File: config.mk
export PLATFORM = sky130hd
export DESIGN_NAME = fifo_word_unpacker
export DESIGN_NICKNAME = d
export VERILOG_FILES = /design/src/rtl/stream_pkg.sv /design/src/rtl/fifo_word_unpacker.sv
export SDC_FILE = /design/constraint.sdc
export NUM_CORES = 1
export LEC_CHECK = 0
export ABC_AREA = 1
export CORE_MARGIN = 10
export CORE_UTILIZATION = 29
export CTS_CLUSTER_SIZE = 12
export DETAILED_ROUTE_END_ITERATION = 12
export MAX_ROUTING_LAYER = met4
export SYNTH_ARGS = -nofsm -noshare
export SYNTH_HDL_FRONTEND = slang
export SYNTH_SLANG_ARGS = --single-unit
File: constraint.sdc
create_clock -name clk -period 1.3 [get_ports clk]
set_input_delay 0.13 -clock clk [delete_from_list [all_inputs] [get_ports clk]]
set_output_delay 0.13 -clock clk [all_outputs]
set_load 0.05 [all_outputs]
File: src/rtl/stream_pkg.sv
// rtl/stream_pkg.sv - shared stream types for the word unpacker
package stream_pkg;

    typedef enum logic {
        IDLE = 1'b0,
        SEND = 1'b1
    } state_e;

    localparam int BEAT_WIDTH = 8;

endpackage

File: src/rtl/fifo_word_unpacker.sv
// rtl/fifo_word_unpacker.sv - pops FIFO words and streams them out as narrow beats, LSB beat first
module fifo_word_unpacker
    import stream_pkg::*;
#(
    parameter int DataWidth = 32,
    parameter int OutWidth  = BEAT_WIDTH
) (
    input  logic                 clk,
    input  logic                 rst,
    input  logic [DataWidth-1:0] fifoReadData,
    input  logic                 fifoEmpty,
    output logic                 fifoReadEn,
    output logic [OutWidth-1:0]  outData,
    output logic                 outValid,
    input  logic                 outReady,
    output logic                 outLast,
    output logic                 busy
);

    localparam int Ratio    = DataWidth / OutWidth;
    localparam int IdxWidth = $clog2(Ratio);
    localparam logic [IdxWidth-1:0] LastIdx = IdxWidth'(Ratio - 1);

    state_e                 state_q;
    logic [DataWidth-1:0]   hold_q;
    logic [IdxWidth-1:0]    idx_q;
    logic                   at_last;
    logic                   pop;

    assign at_last = (idx_q == LastIdx);

    // Pop either from idle, or on acceptance of the final beat so words run back-to-back.
    assign pop = !fifoEmpty &&
                 ((state_q == IDLE) || (state_q == SEND && outReady && at_last));

    // The flops are held in IDLE during reset; masking here keeps the FIFO untouched too.
    assign fifoReadEn = pop && !rst;

    assign outValid = (state_q == SEND);
    assign busy     = (state_q == SEND);
    assign outLast  = (state_q == SEND) && at_last;
    assign outData  = (state_q == SEND) ? hold_q[int'(idx_q) * OutWidth +: OutWidth] : '0;

    always_ff @(posedge clk or posedge rst) begin
        if (rst) begin
            state_q <= IDLE;
            hold_q  <= '0;
            idx_q   <= '0;
        end else if (pop) begin
            state_q <= SEND;
            hold_q  <= fifoReadData;
            idx_q   <= '0;
        end else if (state_q == SEND && outReady) begin
            if (at_last) begin
                state_q <= IDLE;
                idx_q   <= '0;
            end else begin
                idx_q   <= idx_q + 1'b1;
            end
        end
    end

endmodule

==> results.py <==
metrics = {
    "grt": {
        "grt_max_degree": 36,
        "top_usage_layer": "met2",
        "gr-total-overflow": 0,
        "grtUsageMet1_pct": 14.58,
        "antenna_found_initial": 0,
        "grt_use_met2_pct": 18.72,
        "track_usage_pct": 12.03,
        "grt_pass1_wl_um": 9390,
        "grt_pass1_vias": 1929,
        "use_met3_pct": 3.091,
    },
    "detailed_routing": {
        "vias": 1792,
        "routed_wl_um": 5588,
        "drt_first_pass_iters": 4,
        "vias_per_cell": 4.491,
        "drtIter0Drc": 109,
        "routedWlPerCell_um": 14.01,
        "drtAntennaViolNets": 0,
        "drc": 0,
    },
    "run_status": {
        "status": "finished with violations",
        "violations": "setup timing",
    },
    "setup_path": {
        "crit_path_end_kind": "primary output",
        "path_class": "reg2out",
        "r2r_cells": 8,
        "r2r_slack_ns": -0.06,
        "path_max_fanout": 6,
        "crit_path_start_kind": "flip-flop",
        "r2r-end": "hold_q[11]",
        "r2r_start": "idx_q[0]",
        "cp_data_required_time_ns": 1.17,
        "worstPathArrival_ns": 1.44,
    },
    "synthesis": {
        "ys_ff_latch": 35,
        "synth_fp_nets": 295,
        "syn_area_per_cell_um2": 7.207,
        "ys_warn_count": 0,
        "netlist_instances": 258,
        "ys_seq_area_share_pct": 47.11,
        "yosys.area.top_type": "dfrtp_1",
        "synth_top_area_share_pct": 47.11,
        "ys_top_cells_by_area": "dfrtp_1, nand2_1, nand3_1",
        "syn-cell-area_um2": 1859,
        "ys_types": 16,
    },
    "timing": {
        "timing.setup.tns_ns": -3.390,
        "drv_slew": 0,
        "skew_ns": 0.009060,
        "holdWs_ns": 0.2723,
        "tightest_slew_ns": 0.2045,
        "setup_viol": 43,
        "slew_headroom_pct": 86.22,
        "hold_violations": 0,
        "fin_ws_ns": -0.2730,
        "grt_setup_unrepaired": "true",
        "fin_crit_ns": 1.573,
        "fin_crit_sh_pct": 121.0,
        "fmax_ghz": 0.6357,
    },
    "placed_design": {
        "io_buffer_count": 47,
        "dpl_cell_area_um2": 2751,
        "hpwl_um": 3799,
        "gp_congestion": 0.8374,
    },
    "final_layout": {
        "diodes": 0,
        "final_area_um2": 3242,
        "final_common_cell": "nand2_1",
        "drive_gt1_share_pct": 36.65,
        "final_cell_mix": "nand2_1, nand2_2, nand3_1, inv_1, clkdlybuf4s50_1",
        "area_growth_syn_to_layout_pct": 74.36,
        "fin_nets": 358,
    },
    "floorplan": {
        "io-pin-count": 48,
        "core-area_um2": 6277,
        "fp.dieH_um": 100.1,
        "dieWidth_um": 100.1,
        "start_util_pct": 29.62,
        "dieArea_um2": 10010,
        "row_count": 29,
    },
    "flow_run": {
        "timing.max_cap.violations": 0,
    },
    "pwr": {
        "p_per_area_nw_per_um2": 2616,
        "leakagePower_nw": 1.578,
        "ir_drop_mv": 2.420,
    },
    "clock_tree": {
        "clk_path_buf_depth": 2,
        "numCtsBuffers": 5,
        "cts_tree": "yes",
        "clock-sinks": 35,
        "h-tree-depth": 2,
        "cts_root_buffer": "clkbuf_8",
        "clk_latency_ns": 0.29,
        "postCtsHoldBufs": 0,
        "clk_pin_slew_worst_paths_ns": 0.07,
    },
    "worst_hold_path": {
        "min_path_type": "in2async",
    },
}
==> cells by family (layout without fill, tap and decap cells) <==
| kind of cell | count (synthesis) | after routing | share of synthesized area [%] |
|---|---|---|---|
| AND/OR/NAND/NOR | 158 | 158 | 35.73 |
| buffers and inverters | 55 | 119 | 14.06 |
| flip-flops | 35 | 35 | 47.11 |
| AO/OA/AOI/OAI | 9 | 9 | 2.422 |
| adder cells (fa/ha/maj) | 1 | 1 | 0.6728 |
==> per-layer routing <==
layer | wire [um] | up-vias
met3 | 262 | 12
met1 | 2386 | 814
met4 | 106 | 0
li1 | - | 913
met5 | 0 | -
met2 | 2832 | 53
==> cell usage after synthesis <==
master    instances
a21oi_1           8
buf_2             6
buf_4             2
buf_6             5
clkbuf_1          1
dfrtp_1          35
ha_1              1
inv_1            39
inv_2             1
inv_4             1
nand2_1         106
nand2_2           1
nand2_4           1
nand3_1          49
nor2_1            1
o21ai_0           1
==> worst max-delay path by stage <==
stage / startpoint / endpoint / slack [ns] / cells past startpoint
floorplan: busy / outData[0] / -0.14 / 2
global placement: idx_q[0] / outData[4] / 0.005 / 5
detailed placement: idx_q[0] / fifoReadEn / -0.02 / 6
CTS: idx_q[0] / outData[1] / -0.26 / 5
global route: idx_q[0] / outData[2] / -0.33 / 5
finish: idx_q[0] / outData[0] / -0.27 / 5
==> layout make-up <==
class | instances | area (um2)
fill | 608 | 3035
multi-input combinational | 168 | 1025
timing repair buffer | 70 | 942.2
sequential | 35 | 880.8
inverter | 41 | 165.2
tap | 77 | 96.34
clock buffer | 6 | 72.57
clock inverter | 2 | 60.06
==> power breakdown <==
group	switching (W)	total [W]	internal, W
clock	0.000402	0.00117	0.000767
combinational	0.00287	0.00534	0.00247
sequential	0.000385	0.00197	0.00159
total	0.00366	0.00848	0.00482
==> state kept, by name (all words and copies together), names as in the netlist <==
signal and flops:
busy 1, idx_q 2, hold_q 32
==> timing repair <==
action                     in CTS  in global routing
pin swaps                      15                  5
resized for setup              49                 30
cloned                          4                  0
setup endpoints to repair      39                 44
setup buffers                   3                  1
==> worst max-delay path, stage by stage, from the launching register on <==
cell,delay [ns]
dfrtp_2,0.45
buf_4,0.17
nand2_1,0.07
nand3_1,0.13
a21oi_4,0.18
buf_12,0.15
==> metrics by stage <==
step,setup WS [ns],std cells,utilization [%],total power (W)
CTS,-0.2629,399,50.29,0.008283
global placement,0.005215,384,43.83,0.006521
finish,-0.2730,399,51.64,0.008482
floorplan,-0.1406,258,-,0.004706
detailed placement,-0.02222,384,43.83,0.006560
global route,-0.3280,399,51.64,0.009072
No activity file was read; power rests on OpenSTA's default activity.
